`config.mk`:
```
export PLATFORM = sky130hd
export DESIGN_NAME = seq_divider
export DESIGN_NICKNAME = d
export VERILOG_FILES = /design/src/rtl/divider_pkg.sv /design/src/rtl/seq_divider_adder.sv /design/src/rtl/seq_divider.sv
export SDC_FILE = /design/constraint.sdc
export NUM_CORES = 1
export LEC_CHECK = 0
export ABC_CLOCK_PERIOD_IN_PS = 7900
export BUFFER_PORTS_ARGS = -buffer_cell sky130_fd_sc_hd__buf_4
export CORE_MARGIN = 5
export CORE_UTILIZATION = 59
export DETAILED_ROUTE_END_ITERATION = 6
export PLACE_DENSITY = 0.83
export SYNTH_ARGS = -nofsm -noshare
export SYNTH_HDL_FRONTEND = slang
export SYNTH_SLANG_ARGS = --single-unit
```
`constraint.sdc`:
```
create_clock -name clk -period 7.9 [get_ports clk]
set_input_delay 0.395 -clock clk [delete_from_list [all_inputs] [get_ports clk]]
set_output_delay 0.395 -clock clk [all_outputs]
set_load 0.01 [all_outputs]
```
`src/rtl/divider_pkg.sv`:
```
// Shared types for the sequential divider.
package divider_pkg;

  // Controller states: waiting, shifting one bit per clock, result pulse.
  typedef enum logic [1:0] {
    IDLE = 2'd0,
    RUN  = 2'd1,
    DONE = 2'd2
  } div_state_t;

endpackage

```
`src/rtl/seq_divider_adder.sv`:
```
// Ripple-carry adder used by the divider for its trial subtraction.
// The caller supplies the inverted subtrahend and cin=1. The trial
// difference always fits in the operand width, so no carry-out or
// overflow output is needed.
module seq_divider_adder #(
  parameter int W = 9
) (
  input  logic [W-1:0] a,
  input  logic [W-1:0] b,
  input  logic         cin,
  output logic [W-1:0] sum
);

  // Bit-serial carry chain, LSB first.
  always_comb begin
    logic carry;
    carry = cin;
    sum   = '0;
    for (int i = 0; i < W; i++) begin
      sum[i] = a[i] ^ b[i] ^ carry;
      carry  = (a[i] & b[i]) | (carry & (a[i] ^ b[i]));
    end
  end

endmodule

```
`src/rtl/seq_divider.sv`:
```
// Multi-cycle unsigned restoring divider: one quotient bit per clock.
// A zero divisor short-circuits to an all-ones quotient with the dividend
// as remainder and raises div_by_zero one cycle later.
module seq_divider
  import divider_pkg::*;
#(
  parameter int WIDTH = 8
) (
  input  logic             clk,
  input  logic             reset_n,
  input  logic             start,
  input  logic [WIDTH-1:0] dividend,
  input  logic [WIDTH-1:0] divisor,
  output logic             busy,
  output logic             done,
  output logic [WIDTH-1:0] quotient,
  output logic [WIDTH-1:0] remainder,
  output logic             div_by_zero
);

  localparam int CW = (WIDTH > 2) ? $clog2(WIDTH) : 1;

  div_state_t       state;
  logic [WIDTH-1:0] dvd_reg;
  logic [WIDTH-1:0] dsr_reg;
  // The restored partial remainder is always below the divisor, so the
  // extra top bit of the (WIDTH+1)-bit partial is always zero and is not kept.
  logic [WIDTH-1:0] partial;
  logic [CW-1:0]    count;

  logic [WIDTH:0]   shifted;
  logic [WIDTH:0]   trial;
  logic [WIDTH-1:0] next_dvd;
  logic [WIDTH-1:0] next_partial;

  // Trial subtraction: shifted - divisor, done as shifted + ~divisor + 1.
  seq_divider_adder #(.W(WIDTH + 1)) u_sub (
    .a   (shifted),
    .b   (~{1'b0, dsr_reg}),
    .cin (1'b1),
    .sum (trial)
  );

  // One restoring step: keep the difference when it is non-negative.
  always_comb begin
    shifted      = {partial, dvd_reg[WIDTH-1]};
    next_dvd     = {dvd_reg[WIDTH-2:0], ~trial[WIDTH]};
    next_partial = trial[WIDTH] ? shifted[WIDTH-1:0] : trial[WIDTH-1:0];
  end

  // Controller, datapath registers and registered outputs.
  always_ff @(posedge clk) begin
    if (!reset_n) begin
      state       <= IDLE;
      busy        <= 1'b0;
      done        <= 1'b0;
      quotient    <= '0;
      remainder   <= '0;
      div_by_zero <= 1'b0;
      dvd_reg     <= '0;
      dsr_reg     <= '0;
      partial     <= '0;
      count       <= '0;
    end else begin
      case (state)
        IDLE, DONE: begin
          done <= 1'b0;
          busy <= 1'b0;
          if (start) begin
            if (divisor != '0) begin
              state   <= RUN;
              busy    <= 1'b1;
              dvd_reg <= dividend;
              dsr_reg <= divisor;
              partial <= '0;
              count   <= CW'(WIDTH - 1);
            end else begin
              state       <= DONE;
              done        <= 1'b1;
              quotient    <= '1;
              remainder   <= dividend;
              div_by_zero <= 1'b1;
            end
          end else begin
            state <= IDLE;
          end
        end
        RUN: begin
          dvd_reg <= next_dvd;
          partial <= next_partial;
          if (count == '0) begin
            state       <= DONE;
            busy        <= 1'b0;
            done        <= 1'b1;
            quotient    <= next_dvd;
            remainder   <= next_partial;
            div_by_zero <= 1'b0;
          end else begin
            count <= count - 1'b1;
          end
        end
        default: begin
          state <= IDLE;
          busy  <= 1'b0;
          done  <= 1'b0;
        end
      endcase
    end
  end

endmodule

```
Yosys cells after proc, flatten, opt, wreduce, memory -nomap -nowiden

Index checks and enable logic that the tools add are counted.
Widths: inputs -> output; s select.

$add $sub $neg: 1
Bitwise operators: 43
Multiplexer cells: 34
Eq/ne operators: 7
Reductions and logical operators: 9

Operators by type and width:

| cell                | count |
|---|---|
| $mux 8              | 11 |
| $pmux 8 s2          | 4 |
| $xor 1x1->1         | 17 |
| $and 1x1->1         | 15 |
| $ne 2x2->1 const B  | 5 |
| $mux 3              | 3 |
| $not 8->9           | 1 |
| $mux 1              | 8 |
| $or 1x1->1          | 8 |
| $reduce_and 4->1    | 2 |
| $reduce_bool 8->1   | 1 |
| $mux 2              | 3 |
| $pmux 1 s2          | 3 |
| $pmux 3 s2          | 1 |
| $reduce_and 3->1    | 2 |
| $pmux 2 s2          | 1 |
| $logic_not 3->1     | 1 |
| $sub 3x1->3 const B | 1 |
| $eq 2x1->1 const B  | 1 |
| $eq 2x2->1 const B  | 1 |
| $logic_not 2->1     | 1 |
| $not 1->1           | 2 |
| $reduce_bool 2->1   | 1 |
| $reduce_or 2->1     | 1 |

Flip-flop bits (word level): 48
Output and inout bits: 19

Depth between registers and ports, before layout

Gate-level depths: netlist of run 1.

Depth after elaboration: 21
Depth in mapped cells: 15
Gate-level depth less buffers: 14

Cells and area by module

Synthesis of run 1 repeated with hierarchy kept, for this count alone.

Cell total of the unflattened synthesis: 250
Area, all modules: 2,190.9 um^2

By module, submodules not included:

| module            | cells an instance | instances | area an instance (um^2) |
|---|---|---|---|
| seq_divider       | 236               | 1         | 1,988.2 |
| seq_divider_adder | 14                | 1         | 202.7 |

Least setup slack after synthesis of run 1

Ideal clock, no wire load.

Path type: flip-flop to flip-flop
From: register dvd_reg[7]
To: register remainder[5]
Setup slack: 3.828 ns
Cell stages (with the launch flop): 16
Path buffers: 1
Setup time: 0.128 ns
Arrival: 3.944 ns
Cells stage by stage: dfxtp_1 > inv_1 > ha_1 > fa_1 > fa_1 > fa_1 > fa_1 > fa_1 > fa_1 > inv_1 > fa_1 > xor2_1 > buf_2 > nand2_1 > o211ai_1 > a31oi_1

Word-level cells in the longest chain between the ends: 20

Ends and longest elaborated chain:

| what                                       | line                    | source |
|---|---|---|
| start, declared                            | seq_divider.sv:24       | `logic [WIDTH-1:0] dvd_reg;` |
| start signal, assigned                     | seq_divider.sv:73       | `dvd_reg <= dividend;` |
| start signal, assigned                     | seq_divider.sv:89       | `dvd_reg <= next_dvd;` |
| $and 1x1->1 or $xor 1x1->1 (tied branches) | seq_divider_adder.sv:21 | `carry = (a[i] & b[i]) \| (carry & (a[i] ^ b[i]));` |
| $or 1x1->1 (*)                             | seq_divider_adder.sv:21 |  |
| $and 1x1->1 (*)                            | seq_divider_adder.sv:21 |  |
| $or 1x1->1 (*)                             | seq_divider_adder.sv:21 |  |
| $and 1x1->1 (*)                            | seq_divider_adder.sv:21 |  |
| $or 1x1->1 (*)                             | seq_divider_adder.sv:21 |  |
| $and 1x1->1 (*)                            | seq_divider_adder.sv:21 |  |
| $or 1x1->1 (*)                             | seq_divider_adder.sv:21 |  |
| [... 4 more ...]                           | -                       |  |
| $and 1x1->1                                | seq_divider_adder.sv:21 |  |
| $or 1x1->1                                 | seq_divider_adder.sv:21 |  |
| $and 1x1->1                                | seq_divider_adder.sv:21 |  |
| $or 1x1->1                                 | seq_divider_adder.sv:21 |  |
| $xor 1x1->1                                | seq_divider_adder.sv:20 | `sum[i] = a[i] ^ b[i] ^ carry;` |
| $mux 8 (*)                                 | seq_divider.sv:48       | `next_partial = trial[WIDTH] ? shifted[WIDTH-1:0] : trial[WIDTH-1:0];` |
| $mux 8 (*)                                 | seq_divider.sv:91       | `if (count == '0) begin` |
| $pmux 8 s2 (*)                             | seq_divider.sv:65       | `case (state)` |
| end signal, assigned                       | seq_divider.sv:81       | `remainder <= dividend;` |
| end signal, assigned                       | seq_divider.sv:96       | `remainder <= next_partial;` |
| end, declared                              | seq_divider.sv:17       | `output logic [WIDTH-1:0] remainder,` |

Every way passes the cells marked *; elsewhere a longest branch is shown, timed or not. The select of a mux whose other input is x is not followed.
A chain may end at the register's enable or synchronous reset.

Final worst setup path of run 1

From: register dvd_reg[7]
To: register remainder[7]

Word-level cells in the longest chain between the ends: 20

Ends and longest elaborated chain:

| what                                       | line |
|---|---|
| $and 1x1->1 or $xor 1x1->1 (tied branches) | seq_divider_adder.sv:21 |
| $or 1x1->1 (*)                             | seq_divider_adder.sv:21 |
| $and 1x1->1 (*)                            | seq_divider_adder.sv:21 |
| $or 1x1->1 (*)                             | seq_divider_adder.sv:21 |
| $and 1x1->1 (*)                            | seq_divider_adder.sv:21 |
| $or 1x1->1 (*)                             | seq_divider_adder.sv:21 |
| $and 1x1->1 (*)                            | seq_divider_adder.sv:21 |
| $or 1x1->1 (*)                             | seq_divider_adder.sv:21 |
| [... 4 more ...]                           | - |
| $and 1x1->1 (*)                            | seq_divider_adder.sv:21 |
| $or 1x1->1 (*)                             | seq_divider_adder.sv:21 |
| $and 1x1->1                                | seq_divider_adder.sv:21 |
| $or 1x1->1                                 | seq_divider_adder.sv:21 |
| $xor 1x1->1                                | seq_divider_adder.sv:20 |
| $mux 8 (*)                                 | seq_divider.sv:48 |
| $mux 8 (*)                                 | seq_divider.sv:91 |
| $pmux 8 s2 (*)                             | seq_divider.sv:65 |

Marked as above.

==> results of run 1 <==
critical path, cell delays in order, from the launching register on:
cell and delay, ps:
dfxtp_1 370, inv_1 60, ha_1 200, fa_1 380, fa_1 390, fa_1 400, fa_1 400, fa_1 390
fa_1 360, inv_1 70, fa_1 170, xor2_1 880, mux2i_1 320, a21oi_1 70, a21oi_1 150
layout make-up:
type | instances | area, sq um | area share, %
multi-input cells | 145 | 1040 | 42.5
clock inverters | 3 | 43.8 | 1.79
well taps | 46 | 57.6 | 2.35
repair buffers | 37 | 278 | 11.4
flip-flops and latches | 47 | 941 | 38.5
clock buffers | 5 | 37.5 | 1.54
inverters | 13 | 48.8 | 2.00
cell families (layout without fill, tap and decap cells):
logic type / Yosys count / in the layout
simple gates: 66 / 66
fa+ha+maj: 10 / 10
compound gates: 59 / 59
buf+inv: 28 / 58
xor+xnor: 1 / 1
flops: 47 / 47
mux: 9 / 9
layer usage:
metal	track usage, %	vias to the layer above	wire length, um
met5	0	-	0
met4	7.02	0	87
met3	6.31	12	404
met2	28.5	75	2000
met1	26.8	794	2040
li1	-	840	-
power by group through the flow:
stage | Clock (mW) | Combinational [mW] | Sequential (mW)
after floorplan | 0 | 0.121 | 0.293
after global placement | 0 | 0.164 | 0.292
after detailed placement | 0 | 0.168 | 0.293
after CTS | 0.150 | 0.169 | 0.288
after global routing | 0.160 | 0.193 | 0.292
final | 0.146 | 0.168 | 0.288
worst min-delay path by stage:
stage / endpoint / depth (start not counted) / slack, ps / start
after floorplan: count[0] / 1 / 440 / count[0]
after global placement: count[0] / 1 / 460 / count[0]
after detailed placement: count[0] / 1 / 470 / count[0]
after CTS: dsr_reg[7] / 3 / 270 / divisor[7]
after global routing: dsr_reg[3] / 3 / 270 / divisor[3]
final: dsr_reg[7] / 3 / 290 / divisor[7]
layout by cell type, fill, tap and decap left out, types with 3 or more instances in the layout:
master	count
dfxtp_1	47
buf_4	37
nand2_1	32
nor2_1	17
a21oi_1	14
inv_1	13
mux2i_1	9
o221a_2	8
o21ai_0	8
o211ai_1	7
a31oi_1	7
a311oi_1	7
fa_1	7
clkbuf_4	5
nand2b_1	4
nor3_1	3
ha_1	3
stage by stage:
stage,power (mW),utilization [%]
after floorplan,0.414,-
after global placement,0.456,69.2
after detailed placement,0.460,69.2
after CTS,0.606,71.6
after global routing,0.644,71.6
final,0.602,71.6
==> summary.md, run 1 <==
| Metric | Value |
|---|---|
| Synth Area per Inst | 9.63 sq um |
| DR vias/cell | 5.81 |
| Die extent in y | 69.9 um |
| Fill count | 275 |
| Hold/Removal Path Class | input port to flop |
| Initial drt markers | 194 |
| Synthesized netlist cell count | 220 |
| Final antenna-violating net count | 0 |
| Cell with the most instances after synthesis | dfxtp_1 |
| Total Wirelength | 4.53 mm |
| Reg2Reg Depth | 14 |
| Largest family of logic cells by synthesized area | compound AO/OA/AOI/OAI gates |
| Final setup viols | 0 |
| TritonCTS buffer count | 5 |
| Post-synthesis adder-cell area fraction | 8.38% |
| DR pass1 iterations | 4 |
| Die W | 69.9 um |
| Post-synthesis sequential element count | 47 |
| Diode count | 0 |
| Pwr dens | 246 nW/um^2 |
| Area share of and/or/nand/nor cells after synthesis | 15.3% |
| Skew-Pair Late Insertion Delay | 370 ps |
| Dpl ws | 3270 ps |
| Clock tree sinks | 47 |
| Max Fclk | 0.214 GHz |
| Number of enable flip-flop cells after synthesis | 0 |
| Outcome | finished clean |
| GRT Total Usage | 19.5% |
| Cell area after placement | 2360 sq um |
| Yosys top cell area share | 44.4% |
| Critical path startpoint category | flop |
| Max VDD drop | 0.143 mV |
| Post-CTS Resized | 0 |
| Pleak | 1.00 nW |
| CTS Hold Buffers Added | 0 |
| Mapped Area | 2120 sq um |
| Final max-slew violation count | 0 |
| Flop pwr share | 47.8% |
| TritonCTS clock tree | yes |
| Net Sw Frac | 32.8% |
| Root Driver | clkbuf_4 |
| H-tree lvl count | 2 |
| Synth cell count leaders | dfxtp_1, nand2_1, nor2_1 |
| Clock Skew | 18.5 ps |
| Synth Flop Type | dfxtp_1 |
| Synth Area in Compound Gates | 20.7% |
| Non-filler cells, final | 296 |
| IO Port Bufs | 37 |
| Post-Synth XOR/XNOR Area | 0.413% |
| RSZ-0062 raised after global routing | no |
| Slew of the pin with the lowest slew margin | 1200 ps |
| Via count | 1721 |
| CP Capture Point | remainder[7] |
| Max_cap viols | 0 |
| Total Nets Final | 278 |
| Post-layout min period | 4670 ps |
| Final setup TNS | 0 ps |
| Comb power frac | 28.0% |
| Avg WL per Cell | 15.3 um |
| Post-CTS Setup Inserts | 0 |
| Sw Pwr | 0.197 mW |
| Syn-to-layout area delta | 15.3% |
| Core footprint | 3420 sq um |
| Initial antenna violation count | 0 |
| Hold slack | 289 ps |
| Count of final hold-check violations | 0 |
| Gr ovfl total | 0 |
| Layout cells sized above 1 | 23.6% |
| Seq/Total Area, Yosys | 44.4% |
| CTS clock-pin slew for the worst setup and hold paths | 140 ps |
| Crit path kind | flop to flop |
| CP arrival | 4990 ps |
| Critical path endpoint category | flop |
| Vias in the first global route | 1541 |
| Yosys cell types | 32 |
| Die ar. | 4890 sq um |
| R2r startpoint | dvd_reg[7] |
| Reg2reg setup slack | 3230 ps |
| Top cells by area, synth | dfxtp_1, fa_1, nand2_1 |
| Initial cell density of the core | 62.1% |
| Syn nets | 249 |
| Setup ws final | 3230 ps |
| Yosys top cell by area | dfxtp_1 |
| Reg-to-Reg End | remainder[7] |
| Proportion of synthesized area in mux cells | 4.25% |
| Max clock buf depth | 2 |
| Clock power share | 24.2% |
| DP Cell Count | 288 |
| First-pass GRT wire length | 7.62 mm |
| Synth warn | 0 |
| Crit-path max FO | 17 |
| DR DRC count | 0 |
| Post-DP HPWL | 3.19 mm |
| Cell-internal power | 0.405 mW |
| FFs w/ async S/R, synth | 0% |
| Post-route cell area | 2440 sq um |
| Final worst path period share | 59.1% |
| Core Rows | 21 |
| Slew margin rel. | 20.0% |
| Crit. Startpoint | dvd_reg[7] |
| WP data required | 8220 ps |
| Largest net degree at the start of global routing | 31 |
| Final GP Congestion | 0.763 |
| IO Count | 38 |
No activity file was read; power rests on OpenSTA's default activity.
==> run 2, diff against run 1 <==
--- a/config.mk
+++ b/config.mk
@@ -5,12 +5,12 @@
 export SDC_FILE = /design/constraint.sdc
 export NUM_CORES = 1
 export LEC_CHECK = 0
-export ABC_CLOCK_PERIOD_IN_PS = 7900
+export ABC_CLOCK_PERIOD_IN_PS = 4250
 export BUFFER_PORTS_ARGS = -buffer_cell sky130_fd_sc_hd__buf_4
 export CORE_MARGIN = 5
-export CORE_UTILIZATION = 59
+export CORE_UTILIZATION = 49
 export DETAILED_ROUTE_END_ITERATION = 6
-export PLACE_DENSITY = 0.83
+export PLACE_DENSITY = 0.73
 export SYNTH_ARGS = -nofsm -noshare
 export SYNTH_HDL_FRONTEND = slang
 export SYNTH_SLANG_ARGS = --single-unit
==> constraint.sdc (replaced) <==
create_clock -name clk -period 4.25 [get_ports clk]
set_input_delay 0.2125 -clock clk [delete_from_list [all_inputs] [get_ports clk]]
set_output_delay 0.2125 -clock clk [all_outputs]
set_load 0.01 [all_outputs]
==> run 2 against run 1 <==
Compared with the run above: die area increased by 17%; critical path depth increased by 1; global-route usage decreased by 2.9 points; core utilization decreased by 13 points; total power increased by 92%; flip-flop and latch count unchanged; clock power increased by 86%; via count decreased by 0.70%; hold slack got worse by 110 ps; design area increased by 2.4%; non-clock buffer count increased by 4; largest cell class unchanged; highest routed layer unchanged.
==> summary.md, run 2 (same netlist as run 1, synthesis figures left out) <==
| Metric | Value |
|---|---|
| RSZ-0062 raised after global routing | no (unchanged) |
| Die extent in y | 75.8 um (was 69.9 um) |
| Die ar. | 5740 sq um (was 4890 sq um) |
| DP Cell Count | 296 (was 288) |
| Core footprint | 4260 sq um (was 3420 sq um) |
| Crit path kind | flop to flop (unchanged) |
| Max clock buf depth | 2 (unchanged) |
| Syn-to-layout area delta | 18.1% (was 15.3%) |
| Clock Skew | 3.10 ps (was 18.5 ps) |
| Critical path endpoint category | flop (unchanged) |
| Largest net degree at the start of global routing | 31 (unchanged) |
| DR vias/cell | 5.60 (was 5.81) |
| Crit-path max FO | 8 (was 17) |
| Core Rows | 24 (was 21) |
| Max VDD drop | 0.285 mV (was 0.143 mV) |
| Final Core Density | 58.7% (was 71.6%) |
| Gr ovfl total | 0 (unchanged) |
| Final antenna-violating net count | 0 (unchanged) |
| H-tree lvl count | 2 (unchanged) |
| Final max-slew violation count | 0 (unchanged) |
| Reg2reg setup slack | 230 ps (was 3230 ps) |
| Max Fclk | 0.249 GHz (was 0.214 GHz) |
| Die W | 75.8 um (was 69.9 um) |
| Worst hold path startpoint | divisor[0] (was divisor[7]) |
| Initial drt markers | 140 (was 194) |
| Critical path startpoint category | flop (unchanged) |
| Root Driver | clkbuf_8 (was clkbuf_4) |
| Total Wirelength | 4.65 mm (was 4.53 mm) |
| R2r startpoint | dvd_reg[7] (unchanged) |
| WP data required | 4480 ps (was 8220 ps) |
| Crit. Startpoint | dvd_reg[7] (unchanged) |
| Final GP Congestion | 0.801 (was 0.763) |
| IO Port Bufs | 37 (unchanged) |
| TritonCTS buffer count | 5 (unchanged) |
| CTS clock-pin slew for the worst setup and hold paths | 80 ps (was 140 ps) |
| Slew margin rel. | 36.9% (was 20.0%) |
| Via count | 1709 (was 1721) |
| Max_cap viols | 0 (unchanged) |
| Clock tree sinks | 47 (unchanged) |
| Non-filler cells, final | 305 (was 296) |
| IO Count | 38 (unchanged) |
| CTS Hold Buffers Added | 0 (unchanged) |
| Hold/Removal Path Class | input port to flop (unchanged) |
| Slew of the pin with the lowest slew margin | 945 ps (was 1200 ps) |
| Final setup viols | 0 (unchanged) |
| Pleak | 1.02 nW (was 1.00 nW) |
| First-pass GRT wire length | 7.17 mm (was 7.62 mm) |
| Total Nets Final | 282 (was 278) |
| Outcome | finished clean (unchanged) |
| Post-DP HPWL | 3.23 mm (was 3.19 mm) |
| CP arrival | 4250 ps (was 4990 ps) |
| DR pass1 iterations | 4 (unchanged) |
| TritonCTS clock tree | yes (unchanged) |
| Layout cells sized above 1 | 25.7% (was 23.6%) |
| Initial antenna violation count | 0 (unchanged) |
| Pwr dens | 462 nW/um^2 (was 246 nW/um^2) |
| GRT Total Usage | 16.6% (was 19.5%) |
| Commonest non-fill, non-tap cell in the layout | dfxtp_1 (unchanged) |
| Diode count | 0 (unchanged) |
| Final worst path period share | 94.6% (was 59.1%) |
| Post-layout min period | 4020 ps (was 4670 ps) |
| Vias in the first global route | 1464 (was 1541) |
| DR DRC count | 0 (unchanged) |
| Initial cell density of the core | 49.7% (was 62.1%) |
| Count of final hold-check violations | 0 (unchanged) |
| Final setup TNS | 0 ps (unchanged) |
| Avg WL per Cell | 15.2 um (was 15.3 um) |
| Skew-Pair Late Insertion Delay | 290 ps (was 370 ps) |
| Commonest cells after routing, fill and taps aside | dfxtp_1, buf_4, nand2_1 (unchanged) |
| Total power | 1.15 mW (was 0.602 mW) |
==> run 2: final cells by class <==
cell class,count,area [sq um]
Clock buffer,6,82.6
Clock inverter,1,5.00
Timing Repair Buffer,41,309
Multi-Input combinational cell,145,1050
Tap cell,52,65.1
Fill cell,398,1760
Sequential cell,47,942
Inverter,13,48.8
==> run 2: timing repair <==
action	CTS	global route
endpoints found under the setup margin	0	1
setup buffers	0	1
hold endpoints to repair	0	0
gates resized for setup	0	4
==> run 2: final timing paths <==
path | cells after the start | endpoint
setup / recovery | 15 | remainder[7]
hold / removal | 3 | dsr_reg[0]
setup reg to reg | 15 | remainder[7]
hold reg to reg | 1 | count[0]
==> run 2: metal layers <==
layer  share of wire [%]  vias up  GRT usage (%)
li1                    -      845              -
met1                  45      814           23.1
met2                  46       46           25.3
met3                 7.2        4           3.96
met4                 1.0        0           5.24
met5                   0        -              0
==> run 2: power breakdown <==
part	internal (mW)	switching (mW)	leakage, nW
clock	0.128	0.144	0.0470
sequential	0.496	0.0396	0.386
combinational	0.156	0.192	0.589
==> run 2: critical path, cell delays in order (launching register included) <==
cell	delay, ps
dfxtp_2	340
inv_1	40
ha_1	190
fa_1	380
fa_1	390
fa_1	390
fa_1	390
fa_1	390
fa_1	360
inv_1	70
fa_1	210
xor2_2	180
buf_6	160
mux2i_2	240
a21oi_1	60
a21oi_1	150
==> run 2: per-stage QoR <==
stage | area, sq um | worst slack [ps] | hold slack, ps
floorplan | 2120 | 178 | 360
detailed placement | 2390 | 208 | 467
global route | 2500 | 34.2 | 173
CTS | 2470 | 189 | 179
finish | 2500 | 228 | 180
global placement | 2390 | 302 | 460
==> run 3, diff against run 2 <==
--- a/config.mk
+++ b/config.mk
@@ -7,7 +7,6 @@
 export LEC_CHECK = 0
 export ABC_CLOCK_PERIOD_IN_PS = 4250
 export BUFFER_PORTS_ARGS = -buffer_cell sky130_fd_sc_hd__buf_4
-export CORE_MARGIN = 5
 export CORE_UTILIZATION = 49
 export DETAILED_ROUTE_END_ITERATION = 6
 export PLACE_DENSITY = 0.73
==> run 3 against run 2 <==
Compared with the run above: total power up 0.96%; via count up 2.8%; critical path depth is the same; critical endpoint is now remainder[4]; largest cell class unchanged; highest routed layer unchanged.
==> summary.md, run 3 (same netlist as run 1, synthesis figures left out) <==
| Metric | Value |
|---|---|
| Max clock buf depth | 2 (unchanged) |
| Via count | 1756 (was 1709) |
| Core footprint | 4090 sq um (was 4260 sq um) |
| WP data required | 4420 ps (was 4480 ps) |
| Post-DP HPWL | 3.27 mm (was 3.23 mm) |
| Final max-slew violation count | 0 (unchanged) |
| Max Fclk | 0.242 GHz (was 0.249 GHz) |
| Commonest cells after routing, fill and taps aside | dfxtp_1, buf_4, nand2_1 (unchanged) |
| Crit path kind | flop to flop (unchanged) |
| Die W | 67.8 um (was 75.8 um) |
| Outcome | finished clean (unchanged) |
| Die extent in y | 67.8 um (was 75.8 um) |
| Initial cell density of the core | 51.9% (was 49.7%) |
| TritonCTS clock tree | yes (unchanged) |
| Total Nets Final | 283 (was 282) |
| Total Wirelength | 4.64 mm (was 4.65 mm) |
| Diode count | 0 (unchanged) |
| TritonCTS buffer count | 5 (unchanged) |
| Initial drt markers | 182 (was 140) |
| IO Port Bufs | 37 (unchanged) |
| Commonest non-fill, non-tap cell in the layout | dfxtp_1 (unchanged) |
| Layout cells sized above 1 | 25.9% (was 25.7%) |
| Root Driver | clkbuf_8 (unchanged) |
| Final Core Density | 61.4% (was 58.7%) |
| Crit-path most repeated cell | fa_1 (unchanged) |
| Initial antenna violation count | 0 (unchanged) |
| Pleak | 1.02 nW (about the same) |
| Max_cap viols | 0 (unchanged) |
| Vias in the first global route | 1525 (was 1464) |
| DR pass1 iterations | 4 (unchanged) |
| Crit-path max FO | 9 (was 8) |
| Final worst path period share | 97.0% (was 94.6%) |
| Hold slack | 173 ps (was 180 ps) |
| Slowest Stage Delay on Critical Path | 400 ps (was 390 ps) |
| Clock tree sinks | 47 (unchanged) |
| Core Rows | 23 (was 24) |
| Final setup viols | 0 (unchanged) |
| Post-layout min period | 4120 ps (was 4020 ps) |
| DR DRC count | 0 (unchanged) |
| Critical path startpoint category | flop (unchanged) |
| Slew of the pin with the lowest slew margin | 995 ps (was 945 ps) |
| Syn-to-layout area delta | 18.3% (was 18.1%) |
| Die ar. | 4590 sq um (was 5740 sq um) |
| Count of final hold-check violations | 0 (unchanged) |
| Pwr dens | 465 nW/um^2 (was 462 nW/um^2) |
| Hold/Removal Path Class | input port to flop (unchanged) |
| H-tree lvl count | 2 (unchanged) |
| CTS clock-pin slew for the worst setup and hold paths | 90 ps (was 80 ps) |
| CP arrival | 4290 ps (was 4250 ps) |
| IO Count | 38 (unchanged) |
| Gr ovfl total | 0 (unchanged) |
| Largest net degree at the start of global routing | 31 (unchanged) |
| Sequence of cells on the critical path | inv_1 > ha_1 > fa_1 > fa_1 > fa_1 > fa_1 > fa_1 > fa_1 > inv_1 > fa_1 > xor2_2 > buf_6 > buf_4 > o211ai_1 > a31oi_1 (was inv_1 > ha_1 > fa_1 > fa_1 > fa_1 > fa_1 > fa_1 > fa_1 > inv_1 > fa_1 > xor2_2 > buf_6 > mux2i_2 > a21oi_1 > a21oi_1) |
| Final GP Congestion | 0.762 (was 0.801) |
| DR vias/cell | 5.76 (was 5.60) |
| Slew margin rel. | 33.6% (was 36.9%) |
| CTS Hold Buffers Added | 0 (unchanged) |
| CP max stage cell | fa_1 (unchanged) |
| Critical path endpoint category | flop (unchanged) |
| Avg WL per Cell | 15.2 um (about the same) |
| Final antenna-violating net count | 0 (unchanged) |
| Final setup TNS | 0 ps (unchanged) |
| Max VDD drop | 0.211 mV (was 0.285 mV) |
| Skew-Pair Late Insertion Delay | 300 ps (was 290 ps) |
| First-pass GRT wire length | 7.40 mm (was 7.17 mm) |
| GRT Total Usage | 22.1% (was 16.6%) |
| Clock Skew | 9.50 ps (was 3.10 ps) |
run 3: worst paths after layout:
kind	to	depth (start not counted)	from	slack, ps
min	dsr_reg[5]	3	divisor[5]	170
min reg2reg	partial[4]	2	partial[4]	490
max	remainder[4]	15	dvd_reg[7]	130
max reg2reg	remainder[4]	15	dvd_reg[7]	130
run 3: final cells by class:
cell class              instances  area [sq um]
multi-input cells             145          1050
repair buffers                 42           317
inverters                      13          48.8
well taps                      50          62.6
flip-flops and latches         47           941
clock buffers                   5          68.8
fillers                       377          1580
clock inverters                 3          20.0
run 3: worst max-delay path: cells and delay by family (launching register included):
kind / cells / cell delay [ps]
flip-flops: 1 / 360
AO/OA/AOI/OAI: 2 / 400
XOR/XNOR: 1 / 100
adder cells (fa/ha/maj): 8 / 2750
buffers and inverters: 4 / 400
run 3: stage by stage:
step                      total power [mW]  cells  setup WS [ps]  area, sq um
after floorplan                      0.769    220            178         2120
after global placement               0.859    294            300         2380
after detailed placement             0.868    294            190         2380
after CTS                             1.14    302            167         2470
after global routing                  1.24    305          -9.89         2510
final                                 1.17    305            126         2510
run 3: metal layers:
metal	GRT usage [%]	share of wire (%)	up-vias
met5	0	0	-
met4	8.33	1.6	0
met3	5.41	4.5	9
met2	32.3	44	42
met1	31.3	50	854
li1	-	-	851
run 3: repair_timing:
action / in CTS / in global routing
resized for setup: 0 / 3
setup endpoints to repair: 0 / 1
setup buffers: 0 / 2
run 3: power breakdown:
part / switching, mW / internal [mW] / leakage (nW) / total [mW]
sequential: 0.0407 / 0.495 / 0.385 / 0.536
combinational: 0.194 / 0.164 / 0.594 / 0.358
clock: 0.157 / 0.115 / 0.0402 / 0.272
